$ cat src/rtl/uart_rx.sv
// ============================================================================
// uart_rx : 8N1 UART receiver; 2-flop synchroniser, centre sampling, stop check
// Revision: 1.0
// ============================================================================
`default_nettype none

module uart_rx #(
  parameter int FREQ = 27000000,
  parameter int BAUD = 115200
) (
  input  logic       clk,
  input  logic       rst,
  input  logic       rx,
  output logic [7:0] data,
  output logic       valid,
  output logic       frame_err,
  output logic       busy
);

  localparam int CLKS = FREQ / BAUD;
  localparam int HALF = CLKS / 2;
  localparam logic [7:0] CLKS_M1 = 8'(CLKS - 1);
  localparam logic [7:0] HALF_M1 = 8'(HALF - 1);

  localparam logic [2:0] S_IDLE  = 3'd0;
  localparam logic [2:0] S_START = 3'd1;
  localparam logic [2:0] S_DATA  = 3'd2;
  localparam logic [2:0] S_STOP  = 3'd3;
  localparam logic [2:0] S_WAIT  = 3'd4;

  logic       sync1_q, sync2_q;
  logic [2:0] state_q, state_d;
  logic [7:0] clk_cnt_q, clk_cnt_d;
  logic [2:0] bit_idx_q, bit_idx_d;
  logic [7:0] shreg_q, shreg_d;
  logic [7:0] data_q, data_d;
  logic       valid_q, valid_d;
  logic       ferr_q, ferr_d;
  logic       rx_s;

  assign rx_s = sync2_q;

  always_ff @(posedge clk) begin
    if (!rst) begin
      sync1_q <= 1'b1;
      sync2_q <= 1'b1;
    end else begin
      sync1_q <= rx;
      sync2_q <= sync1_q;
    end
  end

  always_comb begin
    state_d   = state_q;
    clk_cnt_d = clk_cnt_q;
    bit_idx_d = bit_idx_q;
    shreg_d   = shreg_q;
    data_d    = data_q;
    valid_d   = 1'b0;
    ferr_d    = 1'b0;
    case (state_q)
      S_IDLE: begin
        if (!rx_s) begin
          state_d   = S_START;
          clk_cnt_d = 8'd0;
        end
      end
      S_START: begin
        // Start bit re-checked at its centre; a high line here was a glitch.
        if (clk_cnt_q == HALF_M1) begin
          clk_cnt_d = 8'd0;
          bit_idx_d = 3'd0;
          state_d   = rx_s ? S_IDLE : S_DATA;
        end else begin
          clk_cnt_d = clk_cnt_q + 8'd1;
        end
      end
      S_DATA: begin
        if (clk_cnt_q == CLKS_M1) begin
          clk_cnt_d = 8'd0;
          shreg_d   = {rx_s, shreg_q[7:1]};
          if (bit_idx_q == 3'd7) begin
            state_d = S_STOP;
          end else begin
            bit_idx_d = bit_idx_q + 3'd1;
          end
        end else begin
          clk_cnt_d = clk_cnt_q + 8'd1;
        end
      end
      S_STOP: begin
        // Leaving at mid stop bit gives half a bit of slack for the next start.
        if (clk_cnt_q == CLKS_M1) begin
          clk_cnt_d = 8'd0;
          if (rx_s) begin
            data_d  = shreg_q;
            valid_d = 1'b1;
            state_d = S_IDLE;
          end else begin
            ferr_d  = 1'b1;
            state_d = S_WAIT;
          end
        end else begin
          clk_cnt_d = clk_cnt_q + 8'd1;
        end
      end
      S_WAIT: begin
        if (rx_s) begin
          state_d = S_IDLE;
        end
      end
      default: begin
        state_d = S_IDLE;
      end
    endcase
  end

  always_ff @(posedge clk) begin
    if (!rst) begin
      state_q   <= S_IDLE;
      clk_cnt_q <= 8'd0;
      bit_idx_q <= 3'd0;
      shreg_q   <= 8'd0;
      data_q    <= 8'h00;
      valid_q   <= 1'b0;
      ferr_q    <= 1'b0;
    end else begin
      state_q   <= state_d;
      clk_cnt_q <= clk_cnt_d;
      bit_idx_q <= bit_idx_d;
      shreg_q   <= shreg_d;
      data_q    <= data_d;
      valid_q   <= valid_d;
      ferr_q    <= ferr_d;
    end
  end

  assign data      = data_q;
  assign valid     = valid_q;
  assign frame_err = ferr_q;
  assign busy      = (state_q != S_IDLE);

endmodule

`default_nettype wire
$ cat config.mk
export PLATFORM = sky130hd
export DESIGN_NAME = uart_rx
export DESIGN_NICKNAME = d
export VERILOG_FILES = /design/src/rtl/uart_rx.sv
export SDC_FILE = /design/constraint.sdc
export NUM_CORES = 1
export LEC_CHECK = 0
export BUFFER_PORTS_ARGS = -buffer_cell sky130_fd_sc_hd__buf_2
export CAP_MARGIN = 10
export CORE_UTILIZATION = 51
export CTS_CLUSTER_DIAMETER = 30
export DETAILED_ROUTE_END_ITERATION = 8
export GPL_ROUTABILITY_DRIVEN = 0
export PLACE_DENSITY = 0.68
export SLEW_MARGIN = 20
export SYNTH_ARGS = -nofsm -noshare
export SYNTH_HDL_FRONTEND = slang
export SYNTH_SLANG_ARGS = --single-unit
$ cat constraint.sdc
create_clock -name clk -period 2.03 [get_ports clk]
set_input_delay 0.406 -clock clk [delete_from_list [all_inputs] [get_ports clk]]
set_output_delay 0.406 -clock clk [all_outputs]
set_load 0.05 [all_outputs]
==> results of run 1 <==
## path summary, 6_finish.rpt
kind / start / end / slack (ps) / cells past startpoint
max: state_q[2] / busy / 160 / 2
min: rx / sync1_q / 260 / 2
max reg2reg: clk_cnt_q[1] / state_q[0] / 230 / 6
min reg2reg: sync1_q / rx_s / 430 / 1
## cells in the mapped netlist, drive strengths merged, types with 2 or more instances
| cell type | instances |
|---|---|
| ha | 5 |
| or3b | 2 |
| nand2 | 12 |
| nand3b | 2 |
| nand3 | 4 |
| and2 | 3 |
| or4 | 2 |
| or3 | 2 |
| mux2i | 19 |
| nor2 | 20 |
| clkbuf | 5 |
| o21ai | 5 |
| nand4b | 2 |
| nand2b | 2 |
| nor2b | 2 |
| inv | 3 |
| nor3 | 5 |
| o31ai | 2 |
| buf | 6 |
| o22ai | 6 |
| dfxtp | 34 |
| a21oi | 11 |
| nor3b | 2 |
## per-layer routing
| layer | routed length, um | GRT usage [%] | up-vias |
|---|---|---|---|
| li1 | - | - | 642 |
| met1 | 1440 | 25.0 | 605 |
| met2 | 1390 | 33.3 | 24 |
| met3 | 94 | 4.69 | 9 |
| met4 | 73 | 11.2 | 0 |
| met5 | 0 | 0 | - |
## placed cells by master, fill, tap and decap left out, types with 4 or more instances in the layout
master    netlist  final
a21oi_1        10     10
buf_2           2     13
buf_4           2      6
clkbuf_4        0      5
dfxtp_1        34     34
ha_1            5      5
mux2i_1        19     19
nand2_1        12     12
nand3_1         4      4
nor2_1         20     20
nor3_1          4      4
o21ai_0         5      5
o22ai_1         6      6
## per-stage QoR
stage	utilization, %	instance area [um2]	hold WS, ps
finish	62.2	1790	258
global route	62.2	1790	253
CTS	62.2	1790	246
detailed placement	59.4	1710	408
global placement	59.4	1710	398
floorplan	-	1610	386
## report_power, final
part           total [uW]  internal, uW  switching [uW]
logic                45.4          15.8            29.6
registers             675           670            4.75
clock network         505           287             218
total                1220           973             252
## worst reg2reg max path, stage by stage, from the launching register on
cell and delay (ps):
dfxtp_1 370, inv_1 100, ha_1 190, nand4b_4 170, o21ba_2 330, or4_1 480
a21oi_1 120
## kinds of logic after synthesis
kind of cell	synth area share (%)
adders and majority gates	3.90
muxes	11.8
buffers and inverters	5.07
AOI/OAI and AO/OA	12.5
and+or+nand+nor	24.2
DFF	42.4
## registers in the layout, summed over array words and instances (netlist names)
signal / cells
data: 8
sync1_q: 1
frame_err: 1
state_q: 3
bit_idx_q: 3
shreg_q: 8
rx_s: 1
valid: 1
clk_cnt_q: 8
## layout make-up
cell class / instances / area (um2)
clock inverters: 1 / 30.0
well taps: 42 / 52.6
flip-flops and latches: 34 / 681
repair buffers: 19 / 110
fillers: 277 / 1090
clock buffers: 6 / 51.3
multi-input cells: 123 / 850
inverters: 4 / 15.0
==> metrics.md, run 1 <==
| Metric | Value |
|---|---|
| Run status | complete, no violations |
| Family with the most delay on the worst path | simple AND/OR/NAND/NOR gates |
| Min Tclk post-route | 1870 ps |
| Synth-to-Final Area Change | 11.5% |
| CTS tree | built |
| Slew @ Worst Pin | 427 ps |
| Final period utilization | 92.0% |
| Arrival time worst endpoint | 1460 ps |
| Final TNS setup | 0 ps |
| Post-route insts no fill | 229 |
| Ys flop type | dfxtp_1 |
| Nets | 195 |
| CTS root buf | clkbuf_4 |
| IO Count | 14 |
| Synth warnings | 0 |
| Synthesized cell area | 1610 um2 |
| Cts hold-fix bufs | 0 |
| Layout cells sized above 1 | 19.3% |
| Die X | 58.1 um |
| Diodes inserted | 0 |
| Final worst slack | 162 ps |
| Via/cell ratio | 5.59 |
| Pre-CTS setup slack | 244 ps |
| Post-CTS Resized | 0 |
| Die height | 58.1 um |
| Largest cells by area after synthesis | dfxtp_1 42%, mux2i_1 12%, nor2_1 4.7% |
| Post-synth top area share | 42.4% |
| Syn avg cell area | roughly 9.3 um2 |
| Post-DP HPWL | around 2200 um |
| Vias in the first global route | ~1,200 |
| DP Cell Count | about 220 |
| CP Class | reg -> out |
| Core Region | 2880 um2 |
| Post-synthesis async set-or-reset flop share | 0% |
| Lkg Pwr | 0.000717 uW |
| Post-synth cell types | 45 |
| Slew margin rel. | a little over two thirds |
| CP cell instances | or3_2 -> buf_2 |
| Worst path required time | 1620 ps |
| Clk slew on worst S/H paths | 100 ps |
| Final hold vios | 0 |
| Clock Sinks | 34 |
| Row cnt | 19 |
| Initial antenna violation count | 0 |
| Max clock buf depth | 2 |
| RSZ-0062 raised after global routing | no |
| TritonCTS buffer count | 5 |
| Starting Density | 55.8% |
| Final Skew | 7.94 ps |
| Syn nets | 180 |
| Startpoint types | register |
| Drt first pass iters | 4 |
| Routed len/inst | 13.1 um |
| Htree depth | 2 |
| Buf/Inv on CP | 1 |
| DRT antenna net count | 0 |
| Gate Count Post-Synth | between 150 and 200 |
| # setup viols final | 0 |
| Clock latency on the worst-skew pair | 330 ps |
| Worst hold path class | in -> reg |
| Yosys top cell by area | dfxtp_1 |
| Seq/Total Area, Yosys | 42.4% |
| Via count | 1,280 |
| First-pass GRT wire length | 5150 um |
| # port buffers | 13 |
| Largest net degree at the start of global routing | 17 |
| CP endpoint kind | output pin |
| DRC | 0 |
| DIE AREA | 3380 um2 |
| Wirelength, routed | 3000 um |
| Slew Limit Fails | 0 |
| Synth Register Bits | 34 |
| Max-cap violations | 0 |
| GR Overflow Total | 0 |
| DRT iter0 DRCs | 70 |
| Worst IR Drop VDD | 0.471 mV |
| Post-synth EDFFs | 0 |
| Worst stage delay on the critical path | 490 ps |
| Cell area power density | between 600 and 700 nW/um2 |
| Post-CTS setup repair buffer count | 0 |
| Critical Path Fanout Max | 11 |
| GRT Total Usage | between 20% and 30% |
| Slowest-stage cell, CP | or3_2 |
| Max Clock Freq | about 540 MHz |
| Tot Pwr | between 1000 and 1500 uW |
Power figures use the tool's default switching activity.
==> inputs of run 2 (changes only) <==
- MAX_ROUTING_LAYER: not set -> met4
- SETUP_SLACK_MARGIN: not set -> 0.15
==> run 2 against run 1 <==
Non-clock buffer count increased by 3. Largest cell class unchanged. Clock skew is 4.1 ps lower. Flip-flop and latch count unchanged.
==> metrics.md, run 2 (synthesis results as in run 1) <==
| Metric | Value |
|---|---|
| DRT antenna net count | 0 (unchanged) |
| GR Overflow Total | 0 (unchanged) |
| Clock latency on the worst-skew pair | 330 ps (about the same) |
| Post-DP HPWL | 2170 um (unchanged) |
| Cell area power density | 672 nW/um2 (was 685 nW/um2) |
| Max clock buf depth | 2 (unchanged) |
| Largest net degree at the start of global routing | 17 (unchanged) |
| # port buffers | 13 (unchanged) |
| Final Skew | 3.84 ps (was 7.94 ps) |
| Min Tclk post-route | 1810 ps (was 1870 ps) |
| CTS tree | built (unchanged) |
| Clock Sinks | 34 (unchanged) |
| GRT Total Usage | 21.1% (was 20.5%) |
| Cts hold-fix bufs | 0 (unchanged) |
| Via/cell ratio | 5.52 (was 5.59) |
| Slew margin rel. | 69.7% (was 70.8%) |
| Die height | 58.1 um (unchanged) |
| Arrival time worst endpoint | 1410 ps (was 1460 ps) |
| DRC | 0 (unchanged) |
| Starting Density | 55.8% (unchanged) |
| CP Class | reg -> out (unchanged) |
| Startpoint types | register (unchanged) |
| TritonCTS buffer count | 5 (unchanged) |
| Pre-CTS setup slack | 244 ps (unchanged) |
| Wirelength, routed | 3120 um (was 3000 um) |
| DRT iter0 DRCs | 73 (was 70) |
| Drt first pass iters | 4 (unchanged) |
| CTS root buf | clkbuf_4 (unchanged) |
| Synth-to-Final Area Change | 13.4% (was 11.5%) |
| Initial antenna violation count | 0 (unchanged) |
| Via count | 1,281 (was 1,280) |
| Clk slew on worst S/H paths | 100 ps (about the same) |
| Final period utilization | 89.3% (was 92.0%) |
| Run status | complete, no violations (unchanged) |
| Worst hold path class | in -> reg (unchanged) |
| Row cnt | 19 (unchanged) |
| Post-route insts no fill | 232 (was 229) |
| CP endpoint kind | output pin (unchanged) |
| Final hold vios | 0 (unchanged) |
| Nets | 198 (was 195) |
| Die X | 58.1 um (unchanged) |
| Routed len/inst | 13.4 um (was 13.1 um) |
| Most frequent cells in the layout | 32 x dfxtp_1, 20 x nor2_1, 19 x mux2i_1 (was 34 x dfxtp_1, 20 x nor2_1, 19 x mux2i_1) |
| Final worst slack | 216 ps (was 162 ps) |
| Slew Limit Fails | 0 (unchanged) |
| Design Area, Final | 1820 um2 (was 1790 um2) |
| Critical Path Fanout Max | 11 (unchanged) |
| Worst IR Drop VDD | 0.469 mV (was 0.471 mV) |
| Layout cells sized above 1 | 21.6% (was 19.3%) |
| Max-cap violations | 0 (unchanged) |
| Lkg Pwr | 0.000734 uW (was 0.000717 uW) |
| Htree depth | 2 (unchanged) |
| Tot Pwr | 1220 uW (was 1230 uW) |
| Area after DPL | 1710 um2 (unchanged) |
| IO Count | 14 (unchanged) |
| Most common cell after layout, fill and taps aside | dfxtp_1 (unchanged) |
| Vias in the first global route | 1,182 (unchanged) |
| Diodes inserted | 0 (unchanged) |
| DP Cell Count | 222 (unchanged) |
| Max Clock Freq | 551 MHz (was 535 MHz) |
| # setup viols final | 0 (unchanged) |
| Core Region | 2880 um2 (unchanged) |
| First-pass GRT wire length | 5150 um (unchanged) |
| Worst path required time | 1620 ps (about the same) |
| Final TNS setup | 0 ps (unchanged) |
| RSZ-0062 raised after global routing | yes (was no) |
| DIE AREA | 3380 um2 (unchanged) |
| Slew @ Worst Pin | 442 ps (was 427 ps) |
## run 2: critical path: stages, from the launching register on
cell and delay [ps]:
dfxtp_2 390, or3_2 470, buf_2 220
## run 2: area by class of cell
| class | count | area, um2 |
|---|---|---|
| clock buffers | 6 | 51.3 |
| clock inverters | 1 | 30.0 |
| inverters | 4 | 15.0 |
| repair buffers | 22 | 133 |
| well taps | 42 | 52.6 |
| fillers | 276 | 1060 |
| multi-input cells | 123 | 856 |
| flip-flops and latches | 34 | 683 |
## run 2: layer usage
metal  vias up  global-route usage (%)  routed length, um
li1        646                       -                  -
met1       608                    25.0               1470
met2        21                    33.3               1500
met3         6                    4.69                 98
met4         0                    11.2                 53
met5         -                       -                  0
## run 2: repair_timing
item	CTS	global route
gates resized for setup	0	3
setup endpoints to repair	0	10
setup buffers	0	3
hold endpoints to repair	0	0
## run 2: power breakdown
part / leakage (uW) / internal, uW / total, uW / switching (uW)
combinational: 0.000415 / 16.3 / 45.7 / 29.4
clock: 0.0000443 / 287 / 503 / 216
sequential: 0.000275 / 670 / 675 / 4.67
## run 2: metrics by stage
| step | util (%) | hold slack [ps] |
|---|---|---|
| after floorplan | - | 386 |
| after detailed placement | 59.4 | 408 |
| after CTS | 62.2 | 246 |
| after global placement | 59.4 | 398 |
| after global routing | 63.3 | 253 |
| final | 63.3 | 257 |
## run 2: path summary, 6_finish.rpt
kind,to,depth (start not counted),slack [ps],start
setup reg to reg,data[3],7,270,clk_cnt_q[1]
setup / recovery,busy,2,220,state_q[2]
hold reg to reg,rx_s,1,430,sync1_q
hold / removal,sync1_q,2,260,rx
==> inputs of run 3 (changes only) <==
- CELL_PAD_IN_SITES_DETAIL_PLACEMENT: not set -> 0
- CELL_PAD_IN_SITES_GLOBAL_PLACEMENT: not set -> 2
- CORE_UTILIZATION: 51 -> 36
- PLACE_DENSITY: 0.68 -> 0.75
==> run 3 against run 2 <==
Non-clock buffer count is 2 lower. Largest power group unchanged. Critical path type is now reg -> reg. Total power rose by 1.2%. Clock power up 3%. Largest cell class unchanged. First-iteration DRC count is 30% lower. Final area is 0.41% higher. Register-to-register slack about the same. Flip-flop and latch count did not move. Global-route usage shrank 5.2 points. Critical endpoint is now state_q[0]. Sequential power barely moved.
==> metrics.md, run 3 (synthesis results as in run 1) <==
| Metric | Value |
|---|---|
| Run status | complete, no violations (unchanged) |
| Routed len/inst | 12.9 um (was 13.4 um) |
| Pre-CTS setup slack | 226 ps (was 244 ps) |
| Worst path required time | 2250 ps (was 1620 ps) |
| GRT Total Usage | 15.9% (was 21.1%) |
| Drt first pass iters | 4 (unchanged) |
| Clock Sinks | 34 (unchanged) |
| TritonCTS buffer count | 5 (unchanged) |
| Synth-to-Final Area Change | 13.9% (was 13.4%) |
| DRT antenna net count | 0 (unchanged) |
| Die X | 68.8 um (was 58.1 um) |
| Largest net degree at the start of global routing | 18 (was 17) |
| Crit Reg-Reg Endpoint | state_q[0] (was data[3]) |
| Cts hold-fix bufs | 0 (unchanged) |
| Arrival time worst endpoint | 1990 ps (was 1410 ps) |
| Htree depth | 2 (unchanged) |
| Via count | 1,238 (was 1,281) |
| Layout cells sized above 1 | 20.6% (was 21.6%) |
| CTS root buf | clkbuf_8 (was clkbuf_4) |
| Slew @ Worst Pin | 374 ps (was 442 ps) |
| CP Class | reg -> reg (was reg -> out) |
| Worst hold path class | in -> reg (unchanged) |
| Hold Startpoint | rx (unchanged) |
| Wirelength, routed | 3080 um (was 3120 um) |
| Buf/Inv on CP | 0 (was 1) |
| # setup viols final | 0 (unchanged) |
| Family with the most delay on the worst path | simple AND/OR/NAND/NOR gates (unchanged) |
| Row cnt | 23 (was 19) |
| Slowest-stage cell, CP | or4_1 (was or3_2) |
| CTS tree | built (unchanged) |
| Max clock buf depth | 2 (unchanged) |
| Worst IR Drop VDD | 0.370 mV (was 0.469 mV) |
| Final period utilization | 87.4% (was 89.3%) |
| Cell area power density | 677 nW/um2 (was 672 nW/um2) |
| Die height | 68.8 um (was 58.1 um) |
| Final Skew | 4.26 ps (was 3.84 ps) |
| GR Overflow Total | 0 (unchanged) |
| Post-layout util | 44.1% (was 63.3%) |
| Initial antenna violation count | 0 (unchanged) |
| Vias in the first global route | 1,113 (was 1,182) |
| Most common cell after layout, fill and taps aside | dfxtp_1 (unchanged) |
| CP cell instances | nand3b_1 -> o21ba_4 -> or4_1 -> a21oi_1 (was or3_2 -> buf_2) |
| Most frequent cells in the layout | 33 x dfxtp_1, 20 x nor2_1, 19 x mux2i_1 (was 32 x dfxtp_1, 20 x nor2_1, 19 x mux2i_1) |
| Hold Path Depth | 2 (unchanged) |
| First-pass GRT wire length | 5100 um (was 5150 um) |
| Worst reg2reg startpoint | clk_cnt_q[2] (was clk_cnt_q[1]) |
| DRC | 0 (unchanged) |
| # port buffers | 13 (unchanged) |
| Nets | 196 (was 198) |
| Critical path startpoint | clk_cnt_q[2] (was state_q[2]) |
| Clk slew on worst S/H paths | 70 ps (was 100 ps) |
| Post-CTS setup repair buffer count | 0 (unchanged) |
| Diodes inserted | 0 (unchanged) |
| DRT iter0 DRCs | 51 (was 73) |
| Core Region | 4140 um2 (was 2880 um2) |
| Via/cell ratio | 5.18 (was 5.52) |
| Clock latency on the worst-skew pair | 280 ps (was 330 ps) |
| Final TNS setup | 0 ps (unchanged) |
| R2R setup slack | 260 ps (was 270 ps) |
| RSZ-0062 raised after global routing | no (was yes) |
| DIE AREA | 4730 um2 (was 3380 um2) |
| Post-DP HPWL | 2200 um (was 2170 um) |
| Starting Density | 38.7% (was 55.8%) |
| Worst stage delay on the critical path | 480 ps (was 470 ps) |
| Max-cap violations | 0 (unchanged) |
| CP endpoint kind | register (was output pin) |
| Startpoint types | register (unchanged) |
| Slew margin rel. | 74.4% (was 69.7%) |
| Max Clock Freq | 564 MHz (was 551 MHz) |
| Critical Path Fanout Max | 11 (unchanged) |
| IO Count | 14 (unchanged) |
| Lkg Pwr | 0.000727 uW (was 0.000734 uW) |
| Final worst slack | 257 ps (was 216 ps) |
| Slew Limit Fails | 0 (unchanged) |
| Worst reg2reg path depth | 4 (was 7) |
| Worst min-delay path endpoint | sync1_q (unchanged) |
| Final hold vios | 0 (unchanged) |
| Min Hold Slack | 297 ps (was 257 ps) |
| Min Tclk post-route | 1770 ps (was 1810 ps) |
[run 3: changes by cell type in the layout (fill, tap and decap cells not counted), sizes merged]
cell | before | now
buf | 22 | 20
bufinv | 1 | 0
clkinv | 1 | 2
clkinvlp | 0 | 1
[run 3: area by class of cell]
class | count | area [um2]
fillers | 430 | 2320
well taps | 50 | 62.6
multi-input cells | 123 | 856
clock inverters | 2 | 12.5
repair buffers | 20 | 118
clock buffers | 6 | 82.6
flip-flops and latches | 34 | 682
inverters | 4 | 15.0
[run 3: routing by layer]
metal	up-vias	GRT usage, %	part of all wire (%)
li1	642	-	-
met5	-	-	0
met3	9	5.43	3.5
met1	571	18.8	49
met2	16	23.4	45
met4	0	9.44	2.8
[run 3: timing repair]
action	CTS	global route
endpoints found under the setup margin	0	3
gates resized for setup	0	2
hold endpoints to repair	0	0
[run 3: how the worst max path moves through the flow]
stage | depth (start not counted) | to
after floorplan | 5 | state_q[0]
after global placement | 6 | state_q[0]
after detailed placement | 6 | state_q[0]
after CTS | 2 | busy
after global routing | 5 | clk_cnt_q[0]
final | 4 | state_q[0]
[run 3: worst reg2reg max path, delay by kind of cell (launching register included)]
family / cells / cell delay [ps]
and+or+nand+nor: 2 / 850
AOI/OAI and AO/OA: 2 / 490
DFF: 1 / 370
[run 3: through the flow]
step / std cells / instance area [um2] / power (uW)
after floorplan: 172 / 1610 / 721
after global placement: 231 / 1730 / 736
after detailed placement: 231 / 1730 / 736
after CTS: 239 / 1820 / 1260
after global routing: 239 / 1830 / 1290
final: 239 / 1830 / 1240
[run 3: power breakdown]
part           total (uW)  internal [uW]  switching, uW  leakage [uW]
combinational        45.7           16.0           29.7      0.000405
clock                 517            272            244     0.0000472
sequential            675            670           4.75      0.000275
